[src/rtl/dlx_mem_pkg.sv]
// dlx_mem_pkg: conventions shared by the DLX data-memory load and store paths.
// Contents:
//   SZ_*        access-size encodings carried on ld_size / st_size.
//   ld_state_t  load-return FSM states.
//   LANE_*      byte-lane masks in big-endian numbering. Lane 0 is bits [31:24].
//               The store mask logic uses the same numbering, so the load and
//               store paths cannot disagree on byte order.
//   lane_mask()     lanes touched by an access. Returns 0 for illegal accesses.
//   access_fault()  misaligned or reserved-size access.
package dlx_mem_pkg;

  localparam logic [1:0] SZ_BYTE = 2'b00;
  localparam logic [1:0] SZ_HALF = 2'b01;
  localparam logic [1:0] SZ_WORD = 2'b10;
  localparam logic [1:0] SZ_RSVD = 2'b11;

  typedef enum logic [1:0] {
    ST_IDLE = 2'b00,
    ST_READ = 2'b01,
    ST_RESP = 2'b10
  } ld_state_t;

  localparam logic [3:0] LANE_B0   = 4'b1000;
  localparam logic [3:0] LANE_B1   = 4'b0100;
  localparam logic [3:0] LANE_B2   = 4'b0010;
  localparam logic [3:0] LANE_B3   = 4'b0001;
  localparam logic [3:0] LANE_H0   = 4'b1100;
  localparam logic [3:0] LANE_H1   = 4'b0011;
  localparam logic [3:0] LANE_W    = 4'b1111;
  localparam logic [3:0] LANE_NONE = 4'b0000;

  // Lane set for an access of `size` at byte offset `off`.
  // LANE_NONE marks a misaligned or reserved-size access.
  function automatic logic [3:0] lane_mask(input logic [1:0] size, input logic [1:0] off);
    logic [3:0] m;
    case (size)
      SZ_BYTE: m = LANE_B0 >> off;
      SZ_HALF: m = off[0] ? LANE_NONE : (off[1] ? LANE_H1 : LANE_H0);
      SZ_WORD: m = (off == 2'b00) ? LANE_W : LANE_NONE;
      SZ_RSVD: m = LANE_NONE;
      default: m = LANE_NONE;
    endcase
    return m;
  endfunction

  function automatic logic access_fault(input logic [1:0] size, input logic [1:0] off);
    return (lane_mask(size, off) == LANE_NONE);
  endfunction

endpackage

[src/rtl/mem_load_align_if.sv]
// mem_load_align_if: bundles the core-side load handshake and the memory-side
// read channel of the load-return path.
// Modports:
//   slave   the load-return block. It takes the request and read data, and
//           drives the response and the read strobe.
//   master  the environment, meaning the core plus the data memory.
interface mem_load_align_if #(
  parameter int ADDR = 32,
  parameter int DATA = 32
);
  logic            ld_req;
  logic [ADDR-1:0] ld_addr;
  logic [1:0]      ld_size;
  logic            ld_unsigned;
  logic            ld_busy;
  logic            ld_done;
  logic [DATA-1:0] ld_data;
  logic            ld_err;
  logic [ADDR-3:0] mem_addr;
  logic            mem_read;
  logic            mem_ack;
  logic [DATA-1:0] mem_rdata;

  modport slave (
    input  ld_req, ld_addr, ld_size, ld_unsigned, mem_ack, mem_rdata,
    output ld_busy, ld_done, ld_data, ld_err, mem_addr, mem_read
  );

  modport master (
    output ld_req, ld_addr, ld_size, ld_unsigned, mem_ack, mem_rdata,
    input  ld_busy, ld_done, ld_data, ld_err, mem_addr, mem_read
  );
endinterface

[src/rtl/mem_load_align_extract.sv]
// load_extract: purely combinational. It picks the addressed byte or halfword
// out of a big-endian 32-bit word and zero- or sign-extends it. Word accesses
// pass straight through.
// Ports:
//   rdata    in  32  memory word
//   off      in  2   byte offset (addr[1:0])
//   size     in  2   SZ_BYTE / SZ_HALF / SZ_WORD / SZ_RSVD
//   zero_ext in  1   1 = zero-fill, 0 = sign-extend
//   result   out 32  extended value; 0 for illegal accesses
module load_extract
  import dlx_mem_pkg::*;
(
  input  logic [31:0] rdata,
  input  logic [1:0]  off,
  input  logic [1:0]  size,
  input  logic        zero_ext,
  output logic [31:0] result
);

  logic [7:0]  byte_s;
  logic [15:0] half_s;

  // Lane selection uses the shared big-endian lane masks, then extends the result.
  always_comb begin
    byte_s = 8'h00;
    half_s = 16'h0000;
    result = 32'h0000_0000;
    case (lane_mask(size, off))
      LANE_B0: byte_s = rdata[31:24];
      LANE_B1: byte_s = rdata[23:16];
      LANE_B2: byte_s = rdata[15:8];
      LANE_B3: byte_s = rdata[7:0];
      LANE_H0: half_s = rdata[31:16];
      LANE_H1: half_s = rdata[15:0];
      default: begin
        byte_s = 8'h00;
        half_s = 16'h0000;
      end
    endcase
    case (size)
      SZ_BYTE: result = {{24{~zero_ext & byte_s[7]}}, byte_s};
      SZ_HALF: result = {{16{~zero_ext & half_s[15]}}, half_s};
      SZ_WORD: result = (off == 2'b00) ? rdata : 32'h0000_0000;
      default: result = 32'h0000_0000;
    endcase
  end

endmodule

[src/rtl/mem_load_align.sv]
// mem_load_align: load-return path of the DLX data-memory interface.
// It takes a load request, issues a word read, waits for mem_ack, extracts and
// extends the addressed data, and returns it with a one-cycle ld_done pulse.
// Misaligned, reserved-size and timed-out loads complete with ld_err=1 and
// ld_data=0.
// Ports:
//   clk, rst_n   clock, asynchronous active-low reset
//   bus (slave)  ld_req/ld_addr/ld_size/ld_unsigned    request, in
//                ld_busy/ld_done/ld_data/ld_err        response, out
//                mem_addr/mem_read                     read channel, out
//                mem_ack/mem_rdata                     read channel, in
// Parameters: ADDR (byte address width), DATA (fixed 32), TIMEOUT (0 = none).
module mem_load_align
  import dlx_mem_pkg::*;
#(
  parameter int ADDR    = 32,
  parameter int DATA    = 32,
  parameter int TIMEOUT = 16
) (
  input logic            clk,
  input logic            rst_n,
  mem_load_align_if.slave bus
);

  localparam int  CNT_W = (TIMEOUT > 1) ? $clog2(TIMEOUT) : 1;
  localparam bit  TO_EN = (TIMEOUT != 0);
  // Counter value in the last READ cycle allowed before the timeout fires.
  localparam logic [CNT_W-1:0] TO_LAST = CNT_W'((TIMEOUT > 0) ? (TIMEOUT - 1) : 0);

  ld_state_t       state_r;
  ld_state_t       next_s;
  logic [CNT_W-1:0] cnt_r;
  logic [CNT_W-1:0] cnt_next_s;
  logic [1:0]      off_r;
  logic [1:0]      size_r;
  logic            zext_r;
  logic [ADDR-3:0] mem_addr_r;
  logic            mem_read_r;
  logic            ld_busy_r;
  logic            ld_done_r;
  logic            ld_err_r;
  logic [DATA-1:0] ld_data_r;
  logic            err_s;
  logic [DATA-1:0] data_s;
  logic [31:0]     extract_s;

  load_extract u_extract (
    .rdata    (bus.mem_rdata),
    .off      (off_r),
    .size     (size_r),
    .zero_ext (zext_r),
    .result   (extract_s)
  );

  // Next-state and response selection.
  // On mem_ack the ack beats a timeout firing in the same cycle.
  always_comb begin
    next_s     = state_r;
    cnt_next_s = {CNT_W{1'b0}};
    err_s      = 1'b0;
    data_s     = ld_data_r;
    case (state_r)
      ST_IDLE: begin
        if (bus.ld_req) begin
          if (access_fault(bus.ld_size, bus.ld_addr[1:0])) begin
            next_s = ST_RESP;
            err_s  = 1'b1;
            data_s = {DATA{1'b0}};
          end else begin
            next_s = ST_READ;
          end
        end else begin
          next_s = ST_IDLE;
        end
      end
      ST_READ: begin
        if (bus.mem_ack) begin
          next_s = ST_RESP;
          data_s = extract_s;
        end else if (TO_EN && (cnt_r == TO_LAST)) begin
          next_s = ST_RESP;
          err_s  = 1'b1;
          data_s = {DATA{1'b0}};
        end else begin
          next_s     = ST_READ;
          cnt_next_s = cnt_r + CNT_W'(1);
        end
      end
      ST_RESP: next_s = ST_IDLE;
      default: next_s = ST_IDLE;
    endcase
  end

  // State, the timeout counter and the registered outputs.
  // The outputs are decoded from next_s so that they line up with the state they describe.
  always_ff @(posedge clk or negedge rst_n) begin
    if (!rst_n) begin
      state_r    <= ST_IDLE;
      cnt_r      <= {CNT_W{1'b0}};
      ld_busy_r  <= 1'b0;
      ld_done_r  <= 1'b0;
      ld_err_r   <= 1'b0;
      ld_data_r  <= {DATA{1'b0}};
      mem_read_r <= 1'b0;
    end else begin
      state_r    <= next_s;
      cnt_r      <= cnt_next_s;
      ld_busy_r  <= (next_s != ST_IDLE);
      ld_done_r  <= (next_s == ST_RESP);
      mem_read_r <= (next_s == ST_READ);
      if (next_s == ST_RESP) begin
        ld_data_r <= data_s;
        ld_err_r  <= err_s;
      end else begin
        ld_err_r  <= 1'b0;
      end
    end
  end

  // Request capture. The core does not have to hold its inputs after the request cycle.
  always_ff @(posedge clk or negedge rst_n) begin
    if (!rst_n) begin
      mem_addr_r <= {(ADDR-2){1'b0}};
      off_r      <= 2'b00;
      size_r     <= SZ_BYTE;
      zext_r     <= 1'b0;
    end else if ((state_r == ST_IDLE) && bus.ld_req) begin
      mem_addr_r <= bus.ld_addr[ADDR-1:2];
      off_r      <= bus.ld_addr[1:0];
      size_r     <= bus.ld_size;
      zext_r     <= bus.ld_unsigned;
    end
  end

  assign bus.ld_busy  = ld_busy_r;
  assign bus.ld_done  = ld_done_r;
  assign bus.ld_err   = ld_err_r;
  assign bus.ld_data  = ld_data_r;
  assign bus.mem_addr = mem_addr_r;
  assign bus.mem_read = mem_read_r;

endmodule

[src/flat_wrapper.sv]
// flat-port wrapper written by rule: the top's interface ports become plain ports
module mem_load_align_flat import dlx_mem_pkg::*;
#(
  parameter int ADDR    = 32,
  parameter int DATA    = 32,
  parameter int TIMEOUT = 16
)
  (clk, rst_n, bus_ld_req, bus_ld_addr, bus_ld_size, bus_ld_unsigned, bus_mem_ack, bus_mem_rdata, bus_ld_busy, bus_ld_done, bus_ld_data, bus_ld_err, bus_mem_addr, bus_mem_read);
  mem_load_align_if #(.ADDR(ADDR), .DATA(DATA)) bus_i ();
  input logic clk;
  input logic rst_n;
  input wire logic [$bits(bus_i.ld_req)-1:0] bus_ld_req;
  input wire logic [$bits(bus_i.ld_addr)-1:0] bus_ld_addr;
  input wire logic [$bits(bus_i.ld_size)-1:0] bus_ld_size;
  input wire logic [$bits(bus_i.ld_unsigned)-1:0] bus_ld_unsigned;
  input wire logic [$bits(bus_i.mem_ack)-1:0] bus_mem_ack;
  input wire logic [$bits(bus_i.mem_rdata)-1:0] bus_mem_rdata;
  output wire logic [$bits(bus_i.ld_busy)-1:0] bus_ld_busy;
  output wire logic [$bits(bus_i.ld_done)-1:0] bus_ld_done;
  output wire logic [$bits(bus_i.ld_data)-1:0] bus_ld_data;
  output wire logic [$bits(bus_i.ld_err)-1:0] bus_ld_err;
  output wire logic [$bits(bus_i.mem_addr)-1:0] bus_mem_addr;
  output wire logic [$bits(bus_i.mem_read)-1:0] bus_mem_read;
  assign bus_i.ld_req = bus_ld_req;
  assign bus_i.ld_addr = bus_ld_addr;
  assign bus_i.ld_size = bus_ld_size;
  assign bus_i.ld_unsigned = bus_ld_unsigned;
  assign bus_i.mem_ack = bus_mem_ack;
  assign bus_i.mem_rdata = bus_mem_rdata;
  assign bus_ld_busy = bus_i.ld_busy;
  assign bus_ld_done = bus_i.ld_done;
  assign bus_ld_data = bus_i.ld_data;
  assign bus_ld_err = bus_i.ld_err;
  assign bus_mem_addr = bus_i.mem_addr;
  assign bus_mem_read = bus_i.mem_read;
  mem_load_align #(.ADDR(ADDR), .DATA(DATA), .TIMEOUT(TIMEOUT)) u_core (.clk(clk), .rst_n(rst_n), .bus(bus_i));
endmodule
[config.mk]
export PLATFORM = sky130hd
export DESIGN_NAME = mem_load_align_flat
export DESIGN_NICKNAME = d
export VERILOG_FILES = /design/src/rtl/dlx_mem_pkg.sv /design/src/rtl/mem_load_align_if.sv /design/src/rtl/mem_load_align_extract.sv /design/src/rtl/mem_load_align.sv /design/src/flat_wrapper.sv
export SDC_FILE = /design/constraint.sdc
export NUM_CORES = 1
export LEC_CHECK = 0
export CAP_MARGIN = 30
export CORE_MARGIN = 4
export CORE_UTILIZATION = 40
export CTS_CLUSTER_SIZE = 10
export DETAILED_ROUTE_END_ITERATION = 8
export PLACE_DENSITY = 0.73
export SYNTH_ARGS = -nofsm -noshare
export SYNTH_HDL_FRONTEND = slang
export SYNTH_SLANG_ARGS = --single-unit
[constraint.sdc]
create_clock -name clk -period 4.55 [get_ports clk]
set_clock_uncertainty 0.05 [all_clocks]
set_input_delay 0.91 -clock clk [delete_from_list [all_inputs] [get_ports clk]]
set_output_delay 0.91 -clock clk [all_outputs]
set_load 0.005 [all_outputs]
==> results.toml <==
[status]
status = "completed"

[setup_path]
crit_path_max_fanout = 26
crit_family = "simple AND/OR/NAND/NOR gates"
startpoint_type = "primary input"
cp_slowest_cell = "nor2_1"
path_buf_inv = 1
cp_data_arrival_time_ns = 3.01
critical_path_class = "in2reg"
cp-end-kind = "flip-flop"
ff2ff_setup_slack_ns = 2.06
path_cells = "clkdlybuf4s50_1 > nand3_1 > nor2_1 > a221o_1"
cpPeakStageDelay_ns = 0.67
worstPathRequired_ns = 4.78

[floorplanning]
die_y_um = 104
start_util_pct = 41.7
fp.dieW_um = 104
std_cell_rows = 34
io_pins = 137
die_area_mm2 = 0.0108
design.core.area_mm2 = 0.00885

[synth]
synth_fp_nets = 402
ys_types = 41
synth_ff_type = "dfrtp_1"
synth_edf_count = 0
seq_area_frac_synth_pct = 52.2
synth_area_mm2 = 0.00369
async_flop_share_pct = 100
avgSynthCellArea_um2 = 11.2
synth_seq_cells = 77
synthCells = 330
ys_warn_count = 0

[clock_tree]
clk_latency_ns = 0.35
cts_hold_buf = 0
post_cts_buffers = 0
cts_buffers = 9
clock_path_buffers = 2
cts_sinks = 77
htreeDepth = 3
clk_pin_slew_worst_paths_ns = 0.09
cts_tree = "yes"
cts-resized-gates = 0
cts_root_buf = "clkbuf_8"

[timing]
finalCritPeriodShare_pct = 61.2
max_slew_margin_pct = 38.0
max_freq_mhz = 359
min_period_ns = 2.78
rsz0062_at_grt = "no"
worst_slack_ns = 1.77
fin_setup_tns_ns = 0
hold_violations = 0
finalSetupViolCount = 0
worst_pin_slew_ns = 0.928
maxSlewViolCount = 0

[placed_design]
numPortBuffers = 136
place.gp.congestion = 0.812
place_ws_ns = 1.40
hpwl_um = 7340

[cells_and_area]
num_antenna_cells = 0
final_net_count = 529
syn_to_final_growth_pct = 43.3
drive_above_1_share_pct = 13.9
nFillCells = 739

[pwr]
power.density_mw_per_mm2 = 460
p_leak_nw = 2.15
ir_worst_vdd_uv = 174

[route]
detail_route.wl_per_cell_um = 17.4
drtIter0Drc = 238
drc = 0
via_count = 3143
via_per_inst = 5.51
wirelength_um = 9890
first_pass_iters = 5
final_antenna_net_count = 0

[flow_run]
drv_cap = 0

[grt]
gr-usage-all-layers_pct = 18.6
gr-total-overflow = 0
grt_pass1_vias = 3106
grt_max_degree = 78
grt_pass1_wl_um = 16400
antenna_found_initial = 0

[hold_path]
hold_class = "reg2reg"
[final timing paths]
check,start,to,depth (start not counted)
worst max register to register,u_core.size_r[1]$_DFFE_PN0P_,u_core.bus.ld_data[14]$_DFFE_PN0P_,4
worst max-delay path,bus_mem_ack,u_core.bus.ld_data[14]$_DFFE_PN0P_,4
worst min register to register,u_core.state_r[1]$_DFF_PN0_,u_core.bus.ld_busy$_DFF_PN0_,1
worst min-delay path,u_core.state_r[1]$_DFF_PN0_,u_core.bus.ld_busy$_DFF_PN0_,1
max in group asynchronous,rst_n,u_core.bus.mem_addr[28]$_DFFE_PN0P_,2
min in group asynchronous,rst_n,u_core.bus.mem_addr[11]$_DFFE_PN0P_,1
[kinds of logic (layout without fill, tap and decap cells)]
family	count (synthesis)	count (layout)	share of synthesized area (%)
adder cells (fa/ha/maj)	1	1	0.339
multiplexers	51	51	15.1
AND/OR/NAND/NOR	67	67	9.12
flip-flops	77	77	52.2
AO/OA/AOI/OAI	97	97	17.9
XOR/XNOR	2	2	0.475
buffers and inverters	35	167	4.92
[through the flow]
step                      hold slack, ns  instance area [um^2]  total power [mW]  util, %  std cells
after floorplan                    0.375                  3690              1.48        -        330
after global placement             0.404                  5080              1.95     57.4        553
after detailed placement           0.415                  5080              1.97     57.4        553
after CTS                          0.417                  5260              2.45     59.4        569
after global routing               0.433                  5290              2.59     59.8        570
final                              0.408                  5290              2.43     59.8        570
[synthesized netlist by cell type (all sizes together), types with 4 or more instances]
| library cell | count | area share (%) |
|---|---|---|
| a22oi | 9 | 2.0 |
| a221oi | 6 | 1.4 |
| buf | 17 | 3.1 |
| o21ai | 35 | 4.7 |
| nand3 | 4 | 0.54 |
| mux2i | 15 | 4.1 |
| nand2 | 31 | 3.2 |
| o32ai | 6 | 1.4 |
| mux2 | 36 | 11 |
| a21oi | 19 | 2.6 |
| dfrtp | 77 | 52 |
| o2bb2ai | 8 | 1.9 |
| clkbuf | 8 | 0.85 |
| nor2 | 10 | 1.1 |
| inv | 10 | 1.0 |
| a221o | 8 | 2.2 |
| nor2b | 6 | 1.2 |
| nand3b | 6 | 1.2 |
[report_power, final]
| part | total (mW) | internal, mW | switching (mW) |
|---|---|---|---|
| registers | 1.01 | 0.855 | 0.156 |
| clock network | 0.475 | 0.214 | 0.261 |
| logic | 0.943 | 0.569 | 0.374 |
[state kept, by name (all words and copies together) (netlist names)]
| signal | count |
|---|---|
| u_core.bus.ld_err | 1 |
| u_core.off_r | 2 |
| u_core.size_r | 2 |
| u_core.bus.mem_addr | 30 |
| u_core.state_r | 2 |
| u_core.zext_r | 1 |
| u_core.bus.mem_read | 1 |
| u_core.bus.ld_done | 1 |
| u_core.bus.ld_data | 32 |
| u_core.bus.ld_busy | 1 |
| u_core.cnt_r | 4 |
[layout make-up]
type / instances / area, um^2 / share of cell area (%)
sequential: 77 / 1930 / 36.4
multi-input combinational: 218 / 1590 / 30.0
timing repair buffer: 141 / 1420 / 26.8
clock buffer: 10 / 138 / 2.60
tap: 108 / 135 / 2.56
clock inverter: 6 / 46.3 / 0.876
inverter: 10 / 37.5 / 0.710
[layer usage]
layer	up-vias	share of wire [%]	track usage, %
met1	1484	45	26.5
li1	1453	-	-
met4	0	1.9	6.36
met5	-	0	0
met3	20	9.6	5.09
met2	186	43	27.4
[cell usage in the layout, fill, tap and decap left out, types with 9 or more instances in the layout]
cell	n
nor2_1	9
clkdlybuf4s50_1	135
dfrtp_1	77
o21ai_1	10
clkbuf_8	10
inv_1	10
a21oi_1	19
o21ai_0	25
mux2i_1	15
mux2_2	36
nand2_1	31
(Power assumes the default switching activity.)
